`src/rtl/tx_arbiter.sv`:
```
// Two-source packet arbiter in front of the MAC TX byte interface.
// Packet-locked round-robin grant with frame-length and stall-timeout enforcement.
module tx_arbiter #(
  parameter int MAX_LEN       = 1518,
  parameter int STALL_TIMEOUT = 255,
  parameter int CNT_W         = 16
) (
  input  logic             clk,
  input  logic             rst,
  input  logic [7:0]       s0_data,
  input  logic             s0_sop,
  input  logic             s0_eop,
  input  logic             s0_err,
  input  logic             s0_wren,
  output logic             s0_rdy,
  input  logic [7:0]       s1_data,
  input  logic             s1_sop,
  input  logic             s1_eop,
  input  logic             s1_err,
  input  logic             s1_wren,
  output logic             s1_rdy,
  output logic [7:0]       tx_data,
  output logic             tx_sop,
  output logic             tx_eop,
  output logic             tx_err,
  output logic             tx_wren,
  input  logic             tx_rdy,
  output logic [1:0]       grant,
  output logic             busy,
  output logic [CNT_W-1:0] abort_cnt,
  output logic [CNT_W-1:0] drop_cnt
);

  localparam int LEN_W   = $clog2(MAX_LEN + 1);
  localparam int STALL_W = $clog2(STALL_TIMEOUT + 1);

  typedef enum logic [1:0] {IDLE, GRANT, TERM, FLUSH} state_t;

  state_t             state, state_nxt;
  logic               owner, owner_nxt;
  logic               last_owner, last_owner_nxt;
  logic [LEN_W-1:0]   byte_cnt, byte_cnt_nxt;
  logic [STALL_W-1:0] stall_cnt, stall_cnt_nxt;
  logic               abort_inc;
  logic [1:0]         drop_inc;
  logic [1:0]         rdy;
  logic [CNT_W:0]     drop_sum;

  logic [7:0] own_data;
  logic       own_sop, own_eop, own_err, own_wren;
  logic       req0, req1;

  assign own_data = owner ? s1_data : s0_data;
  assign own_sop  = owner ? s1_sop  : s0_sop;
  assign own_eop  = owner ? s1_eop  : s0_eop;
  assign own_err  = owner ? s1_err  : s0_err;
  assign own_wren = owner ? s1_wren : s0_wren;

  assign req0 = s0_wren & s0_sop;
  assign req1 = s1_wren & s1_sop;

  assign s0_rdy = rdy[0];
  assign s1_rdy = rdy[1];
  assign grant  = (state == IDLE) ? 2'b00 : (owner ? 2'b10 : 2'b01);
  assign busy   = (state != IDLE);

  assign drop_sum = {1'b0, drop_cnt} + {{(CNT_W-1){1'b0}}, drop_inc};

  always_comb begin
    // NOTE: every output of this block gets a default first so no path can infer a latch.
    state_nxt      = state;
    owner_nxt      = owner;
    last_owner_nxt = last_owner;
    byte_cnt_nxt   = byte_cnt;
    stall_cnt_nxt  = stall_cnt;
    abort_inc      = 1'b0;
    drop_inc       = 2'b00;
    rdy            = 2'b00;
    tx_data        = 8'h00;
    tx_sop         = 1'b0;
    tx_eop         = 1'b0;
    tx_err         = 1'b0;
    tx_wren        = 1'b0;

    case (state)
      IDLE: begin
        // Requesters are held with rdy=0 so their SOP beat is forwarded in GRANT.
        rdy[0]   = s0_wren & ~s0_sop;
        rdy[1]   = s1_wren & ~s1_sop;
        drop_inc = {1'b0, rdy[0]} + {1'b0, rdy[1]};
        if (req0 | req1) begin
          state_nxt     = GRANT;
          owner_nxt     = (req0 & req1) ? ~last_owner : req1;
          byte_cnt_nxt  = '0;
          stall_cnt_nxt = '0;
        end
      end

      GRANT: begin
        tx_data    = own_data;
        tx_sop     = own_sop;
        tx_eop     = own_eop;
        tx_err     = own_err;
        tx_wren    = own_wren;
        rdy[owner] = tx_rdy;
        // Last allowed byte without EOP: close the frame as errored.
        if (own_wren && !own_eop && byte_cnt == LEN_W'(MAX_LEN - 1)) begin
          tx_eop = 1'b1;
          tx_err = 1'b1;
        end
        if (own_wren) begin
          stall_cnt_nxt = '0;
          if (tx_rdy) begin
            byte_cnt_nxt = byte_cnt + 1'b1;
            if (own_eop) begin
              state_nxt      = IDLE;
              last_owner_nxt = owner;
            end else if (byte_cnt == LEN_W'(MAX_LEN - 1)) begin
              abort_inc = 1'b1;
              state_nxt = FLUSH;
            end
          end
        end else begin
          stall_cnt_nxt = stall_cnt + 1'b1;
          if (stall_cnt == STALL_W'(STALL_TIMEOUT - 1)) state_nxt = TERM;
        end
      end

      TERM: begin
        tx_wren = 1'b1;
        tx_eop  = 1'b1;
        tx_err  = 1'b1;
        if (tx_rdy) begin
          abort_inc = 1'b1;
          state_nxt = FLUSH;
        end
      end

      FLUSH: begin
        rdy[owner] = 1'b1;
        if (own_wren && own_eop) begin
          state_nxt      = IDLE;
          last_owner_nxt = owner;
        end
      end

      default: state_nxt = IDLE;
    endcase
  end

  always_ff @(posedge clk) begin
    // NOTE: sequential state uses non-blocking assignments so all registers update together.
    if (rst) begin
      state      <= IDLE;
      owner      <= 1'b0;
      last_owner <= 1'b1;
      byte_cnt   <= '0;
      stall_cnt  <= '0;
      abort_cnt  <= '0;
      drop_cnt   <= '0;
    end else begin
      state      <= state_nxt;
      owner      <= owner_nxt;
      last_owner <= last_owner_nxt;
      byte_cnt   <= byte_cnt_nxt;
      stall_cnt  <= stall_cnt_nxt;
      if (abort_inc && !(&abort_cnt)) abort_cnt <= abort_cnt + 1'b1;
      if (drop_inc != 2'b00) drop_cnt <= drop_sum[CNT_W] ? '1 : drop_sum[CNT_W-1:0];
    end
  end

endmodule

```
`config.mk`:
```
export PLATFORM = sky130hd
export DESIGN_NAME = tx_arbiter
export DESIGN_NICKNAME = d
export VERILOG_FILES = /design/src/rtl/tx_arbiter.sv
export SDC_FILE = /design/constraint.sdc
export NUM_CORES = 1
export LEC_CHECK = 0
export CORE_MARGIN = 2
export CORE_UTILIZATION = 47
export CTS_BUF_LIST = sky130_fd_sc_hd__clkbuf_8
export CTS_CLUSTER_SIZE = 24
export DETAILED_ROUTE_END_ITERATION = 6
export GPL_TIMING_DRIVEN = 1
export PLACE_DENSITY = 0.78
export SLEW_MARGIN = 5
export SYNTH_ARGS = -nofsm -noshare
export SYNTH_HDL_FRONTEND = slang
export SYNTH_SLANG_ARGS = --single-unit
```
`constraint.sdc`:
```
create_clock -name clk -period 2.65 [get_ports clk]
set_clock_uncertainty 0.2 [all_clocks]
set_input_delay 0.53 -clock clk [delete_from_list [all_inputs] [get_ports clk]]
set_output_delay 0.53 -clock clk [all_outputs]
set_load 0.05 [all_outputs]
```
Word-level counts from Yosys, hierarchy flattened
Cells that the tools add are included.
{ "classes": {"muxes": 47, "add_sub_neg": 5, "bitwise_logic": 10, "eq_ne": 14, "n_lt_le_gt_ge": 2, "n_reduce_logical": 18} }
{ "op_table": {"columns": ["operator", "n"], "rows": [
  ["$mux 11", 3],
  ["$mux 8", 4],
  ["$mux 2", 11],
  ["$pmux 11 s2", 1],
  ["$mux 1", 18],
  ["$add 16x2->17", 1],
  ["$add 16x1->16 const B", 1],
  ["$mux 16", 1],
  ["$pmux 8 s2", 1],
  ["$reduce_and 16->1", 1],
  ["$add 11x1->11 const B", 1],
  ["$eq 11x11->1 const B", 1],
  ["$ne 2x2->1 const B", 5],
  ["$pmux 1 s2", 5],
  ["$add 8x1->8 const B", 1],
  ["$eq 8x8->1 const B", 1],
  ["$pmux 2 s4", 1],
  ["$reduce_bool 2->1", 4],
  ["$ne 3x3->1 const B", 2],
  ["$pmux 2 s3", 1],
  ["$reduce_and 6->1", 1],
  ["$and 1x1->1", 5],
  ["$logic_and 1x1->1", 5],
  ["$reduce_and 5->1", 1],
  ["15 further kinds", 20]
]} }
{ "word_totals": {"elab_cells": 103, "reg_bits": 55, "output_inout_bits": 49, "input_bits": 27} }

Longest topological paths before layout
Gate-level depths: netlist of run 1.
{ "depth": {"depth_word": 7, "ltp_mapped": 14, "ltp_nobuf": 11} }

Worst setup path after synthesis of run 1
Ideal clock, no wire load.
{ "synth_timing": {"path_type": "reg-to-reg", "start": "reg state[0]", "end": "reg drop_cnt[14]", "t_required_ns": 2.322, "t_arrival_ns": 2.580, "stages_incl_launch_ff": 15, "period_less_slack_ns": 2.907, "path_buffers": 3, "setup_ns": 0.128, "slack_ns": -0.257, "cell_sequence": "dfxtp_1 inv_1 ha_1 buf_2 clkbuf_1 and2_1 ha_1 inv_1 fa_1 nor2b_1 and4_1 clkbuf_1 nand4_1 mux2i_1 nor2_1"} }
{ "synth_via": {"elab_chain_cells": 4, "word_cells_on_any_way": 5, "cone_classes": "add/sub: 1; mux: 2; reduce/logical: 2"} }
{ "synth_rtl": {"columns": ["element", "line_no", "source"], "rows": [
  ["start, declared", "39", "state_t state, state_nxt;"],
  ["start signal, assigned", "162", "state <= state_nxt;"],
  ["$logic_not 2->1 (*)", "85", "case (state)"],
  ["$mux 2 (*)", "85", null],
  ["$add 16x2->17", "67", "assign drop_sum = {1'b0, drop_cnt} + {{(CNT_W-1){1'b0}}, drop_inc};"],
  ["$mux 16", "168", "if (drop_inc != 2'b00) drop_cnt <= drop_sum[CNT_W] ? '1 : drop_sum[CNT_W-1:0];"],
  ["end signal, assigned", "168", null],
  ["end, declared", "31", "output logic [CNT_W-1:0] drop_cnt"]
]} }
Every way passes the cells marked *; elsewhere a longest branch is shown, timed or not.
A chain may end at the register's enable or synchronous reset.

Worst setup path in the final report of run 1
{ "layout_timing": {"start": "in s1_wren", "end": "reg drop_cnt[1]"} }
{ "layout_via": {"elab_chain_cells": 5, "word_cells_on_any_way": 6, "cone_classes": "add/sub: 2; mux: 2; bitwise: 1; reduce/logical: 1"} }
{ "layout_rtl": {"columns": ["element", "line_no", "source"], "rows": [
  ["start, declared", "20", "input logic s1_wren,"],
  ["$and 1x1->1 (*)", "89", "rdy[1] = s1_wren & ~s1_sop;"],
  ["$add 1x1->2 (*)", "90", "drop_inc = {1'b0, rdy[0]} + {1'b0, rdy[1]};"],
  ["$mux 2 (*)", "85", null],
  ["$add 16x2->17", "67", null],
  ["$mux 16", "168", null]
]} }
Marks and branches as above.

==> results of run 1 <==
kinds of logic (layout without fill, tap and decap cells):
logic type / Yosys count / after routing
xor+xnor: 21 / 21
fa+ha+maj: 13 / 13
simple gates: 171 / 171
flops: 55 / 55
buf+inv: 33 / 131
compound gates: 82 / 82
mux: 18 / 18
tightest hold or removal path, delay by kind of cell, from the launching register on:
kind | cells | cell delay, ps
AO/OA/AOI/OAI | 2 | 110
flip-flops | 1 | 340
per-layer routing:
layer	routed length, µm	vias to the layer above
met1	3650	1548
met2	4100	99
met3	416	7
li1	-	1627
met5	0	-
met4	68	0
layout by cell type, fill, tap and decap left out, drive strengths merged, types with 5 or more instances in the layout:
cell type and count:
nand3 28, inv 18, o21ai 9, clkdlybuf4s50 53, dfxtp 55, o21a 5
nand2b 5, mux2i 16, and3 8, nor2b 6, xor2 16, or3 5
xnor2 5, nand4 12, nor2 43, a21oi 31, clkbuf 7, and4 6
o31ai 10, nand2 27, or4 11, buf 48, ha 12
power groups by stage:
stage / registers, mW / logic [mW] / clock network [mW]
6_report: 0.905 / 1.24 / 0.492
5_1_grt: 0.908 / 1.33 / 0.522
4_1_cts: 0.902 / 1.23 / 0.498
3_5_place_dp: 0.919 / 1.22 / 0
3_3_place_gp: 0.917 / 1.20 / 0
2_1_floorplan: 0.941 / 0.663 / 0
final cells by class:
type	count	area share
Clock buffer	5	0.0149
Inverter	17	0.0138
Tap cell	80	0.0217
Timing Repair Buffer	106	0.249
Sequential cell	55	0.238
Clock inverter	3	0.00515
Multi-Input combinational cell	305	0.457
final timing paths:
path,end,slack (ps),from
min,abort_cnt[9]$_SDFFE_PP0P_,300,abort_cnt[9]$_SDFFE_PP0P_
min reg2reg,abort_cnt[9]$_SDFFE_PP0P_,300,abort_cnt[9]$_SDFFE_PP0P_
max reg2reg,drop_cnt[1]$_SDFFE_PP0P_,180,register
max,drop_cnt[1]$_SDFFE_PP0P_,60,s1_wren
metrics by stage:
step / area, µm² / std cells / setup TNS, ps
global placement: 4450 / 560 / -12260
detailed placement: 4450 / 560 / -14150
global route: 4620 / 571 / -6.48
finish: 4620 / 571 / 0
floorplan: 3300 / 393 / -13.8
CTS: 4580 / 569 / 0
sequential cells by signal, indices dropped and copies added, names as in the netlist, named ones only:
register    count
abort_cnt      16
byte_cnt       11
drop_cnt       16
last_owner      1
owner           1
stall_cnt       8
state           1
timing repair:
action	in CTS	in global routing
setup buffers	2	2
endpoints found under the setup margin	18	27
cloned	0	0
gates resized for setup	13	11
pin swaps	4	5
==> reports/metrics.cfg, run 1 <==
[power]
powerDensity_nw_per_um2=571
switchingPower_mw=1.05
internal_power_mw=1.59
combPwrFrac=0.471
clkPwrFrac=0.186
p_leak_nw=1.67
seqPwrFrac=0.343
p_total_mw=2.64
ir_drop_v=0.000391
p_sw_frac=0.397

[clock_tree]
insertion_delay_ps=310
cts_tree=yes
postCtsHoldBufs=0
htreeDepth=2
root_buffer=clkbuf_8
cts_buffer_depth=2
cts_buffers=5
clkTransAtPathRegs_ps=110
clock_sinks=55

[floorplan]
dieWidth_um=87.0
dieArea_um2=7560
num_io_pins=76
start_util=0.481
rows=30
core_um2=6720
die_h_um=87.0

[detailed_routing]
vias=3281
avgRoutedWirePerCell_um=14.4
wirelength_um=8230
postRouteAntennaNets=0
drtIter0Drc=165
via_per_inst=5.75
drc=0
first_pass_iters=5

[critical_path]
path_cells=clkdlybuf4s15_1 -> nor2b_4 -> ha_4 -> and2_4 -> ha_4 -> inv_2 -> fa_2 -> buf_4 -> nand2b_1 -> o31a_1 -> a221oi_2
max_stage_delay_ps=360
arrival_ps=2620
path_class=in2reg
required_ps=2680
cpMaxStageDelayCell=fa_2
path_common_cell=ha_4
path_depth=11
critPathMaxFanout=2
path_delay_family=adder cells
end_kind=register
reg2reg_depth=10
critPathBufInv=3
critPathLaunchType=input port

[placement]
preCtsSetupSlack_ps=-735
numPortBuffers=75
gp_congestion=0.854
dp_hpwl_um=6080

[synth]
synthAdderAreaFrac=0.0526
yosys.area_share.xor_xnor=0.0569
synth_top_area_share=0.340
synth_warnings=0
synth_async_sr_flop_share=0
synth.net_count=433
synthCells=393
yosysUniqueCellTypes=53
synth_top_cells_by_area=dfxtp_1 (34%), nor2_1 (5.0%), mux2i_1 (5.0%)
synth_mux_area_frac=0.0565
synth_ff_type=dfxtp_1
synth_edf_count=0
synth.most_common_cell=dfxtp_1
synth-seq-area-share=0.340
synthSimpleGateAreaFrac=0.284
synth-compound-area-share=0.169
netlist.top_cell.by_area=dfxtp_1
synth_top_family_by_area=simple AND/OR/NAND/NOR gates
synth_area_um2=3230
ys_ff_latch=55
avgSynthCellArea_um2=8.23
synth_common_cells=dfxtp_1 (55), nor2_1 (43), a21oi_1 (30), nand2_1 (27), nand3_1 (27)

[sta]
fmax_ghz=0.386
timing.final.ws_setup_ps=57.9
setup_viol=0
period_share=0.978
slew_headroom=0.560
min_period_ps=2590
tightest_slew_ps=656
holdWs_ps=298
finalMaxSlewViolations=0
hold_violations=0

[global_route]
grt_max_degree=29
grtUsageMet3=0.0389
first_global_vias=2992
use_met2=0.375
grtUsageTotal=0.219
antenna_found_initial=0
grt_pass1_wl_um=13700
grt-busiest-layer=met2
use_met1=0.287
overflow=0

[final_layout]
drive_gt1_frac=0.173
num_antenna_cells=0
multiInputGateArea_um2=2110
area_delta_synth_final_pct=42.8
register_area_um2=1100
nFillCells=512
fin_nets=530
fin_util=0.688

[job]
maxCapViolations=0

[worst_hold_path]
hold_class=reg2reg
worstHoldPathCells=2

[run_status]
status=finished, final reports clean

(Power assumes the default switching activity.)
==> inputs of run 2 (changes only) <==
--- a/constraint.sdc
+++ b/constraint.sdc
@@ -3,3 +3,3 @@
 set_input_delay 0.53 -clock clk [delete_from_list [all_inputs] [get_ports clk]]
 set_output_delay 0.53 -clock clk [all_outputs]
-set_load 0.05 [all_outputs]
+set_load 0.005 [all_outputs]
==> reports/metrics.cfg, run 2 (synthesis results as in run 1) <==
[final_layout]
reg_top3=abort_cnt: 16 flops, drop_cnt: 16 flops, byte_cnt: 11 flops
fin_cells=575
layout_commonest_cell=clkdlybuf4s50_1
fin_nets=534
final_cell_mix=clkdlybuf4s50_1 (65), dfxtp_1 (51), nor2_1 (43)
finalInstanceArea_um2=4510
area_delta_synth_final_pct=39.5
fin_util=0.671
num_antenna_cells=0
drive_gt1_frac=0.170

[floorplan]
start_util=0.481
dieWidth_um=87.0
die_h_um=87.0
num_io_pins=76
dieArea_um2=7560
rows=30
core_um2=6720

[detailed_routing]
avgRoutedWirePerCell_um=14.4
wirelength_um=8280
via_per_inst=5.82
first_pass_iters=4
vias=3349
drc=0
postRouteAntennaNets=0
drtIter0Drc=143

[global_route]
grtUsageTotal=0.218
first_global_vias=3009
overflow=0
grt_pass1_wl_um=13600
grt_max_degree=36
antenna_found_initial=0

[placement]
dp_cells=565
dp_hpwl_um=6190
numPortBuffers=75
gp_congestion=0.827
place_area_um2=4310

[sta]
setup_tns_ps=0
tightest_slew_ps=676
setup_viol=0
fmax_ghz=0.390
period_share=0.968
finalMaxSlewViolations=0
slew_headroom=0.547
hold_violations=0
min_period_ps=2570

[power]
clkPwrFrac=0.218
p_sw_frac=0.344
p_total_mw=2.25
powerDensity_nw_per_um2=498
internal_power_mw=1.47
switchingPower_uw=774
ir_drop_v=0.000285
combPwrFrac=0.375
p_leak_nw=1.64
seqPwrFrac=0.407

[critical_path]
r2r-end=drop_cnt[1]$_SDFFE_PP0P_
ff2ff_setup_slack_ps=170
critPathLaunchType=register
reg2reg_depth=10
rr_startpoint=state[0]$_SDFFE_PP0P_
critPathMaxFanout=15
required_ps=1920
end_kind=primary output
path_class=reg2out
arrival_ps=1840

[clock_tree]
insertion_delay_ps=320
clock_sinks=55
cts_buffer_depth=2
clkTransAtPathRegs_ps=110
cts_tree=yes
cts_buffers=5
htreeDepth=2
root_buffer=clkbuf_8

[worst_hold_path]
hold_class=reg2reg
hp-start=byte_cnt[1]$_SDFFE_PP0P_
worstHoldPathCells=2
timing.hold.worst_endpoint=byte_cnt[1]$_SDFFE_PP0P_

[run_status]
status=finished, final reports clean

[job]
maxCapViolations=0

[run 2: power by group through the flow]
stage	Clock (mW)	Combinational [mW]	Sequential, mW
after detailed placement	0	0.813	0.926
after global placement	0	0.799	0.923
after global routing	0.524	0.931	0.922
after floorplan	0	0.441	0.913
final	0.489	0.842	0.915
after CTS	0.500	0.822	0.910
[run 2: worst max-delay path, stage by stage, from the launching register on]
cell	delay, ps
dfxtp_4	390
inv_1	70
ha_1	240
buf_6	170
inv_1	130
clkdlybuf4s50_1	530
[run 2: metrics by stage]
step	hold slack [ps]	worst slack (ps)
CTS	300	3.28
detailed placement	284	-646
global placement	272	-600
global route	318	-9.10
floorplan	256	-22.1
finish	289	85.0
[run 2: per-layer routing]
layer  global-route usage  up-vias  routed length, µm
met2                0.372       80               4050
li1                     -     1637                  -
met1                0.282     1619               3730
met3               0.0398       13                369
met4               0.0625        0                133
met5                    0        -                  0
[run 2: timing repair]
item | CTS | global route
setup buffers | 1 | 1
hold buffers | 0 | 0
gates cloned | 0 | 0
pin swaps | 8 | 7
endpoints found under the setup margin | 28 | 28
resized for setup | 28 | 23
[run 2: how the worst max path moves through the flow]
stage                          start                         to  slack, ps  cells after the start
4_1_cts                      s0_wren   drop_cnt[0]$_SDFFE_PP0P_          3                     11
3_3_place_gp                  s1_sop  drop_cnt[14]$_SDFFE_PP0P_       -600                     12
3_5_place_dp                  s0_sop   drop_cnt[3]$_SDFFE_PP0P_       -650                     11
2_1_floorplan  state[0]$_SDFFE_PP0P_  drop_cnt[14]$_SDFFE_PP0P_        -20                     14
5_1_grt        state[0]$_SDFFE_PP0P_   drop_cnt[9]$_SDFFE_PP0P_         -9                     12
6_report       state[0]$_SDFFE_PP0P_                       busy         80                      5
[run 2: cell type report]
| class | instances | area [µm²] |
|---|---|---|
| Fill cell | 560 | 2210 |
| Multi-Input combinational cell | 305 | 2130 |
| Sequential cell | 55 | 1110 |
| Timing Repair Buffer | 110 | 1010 |
| Tap cell | 80 | 100 |
| Clock buffer | 5 | 68.8 |
| Inverter | 17 | 63.8 |
| Clock inverter | 3 | 23.8 |
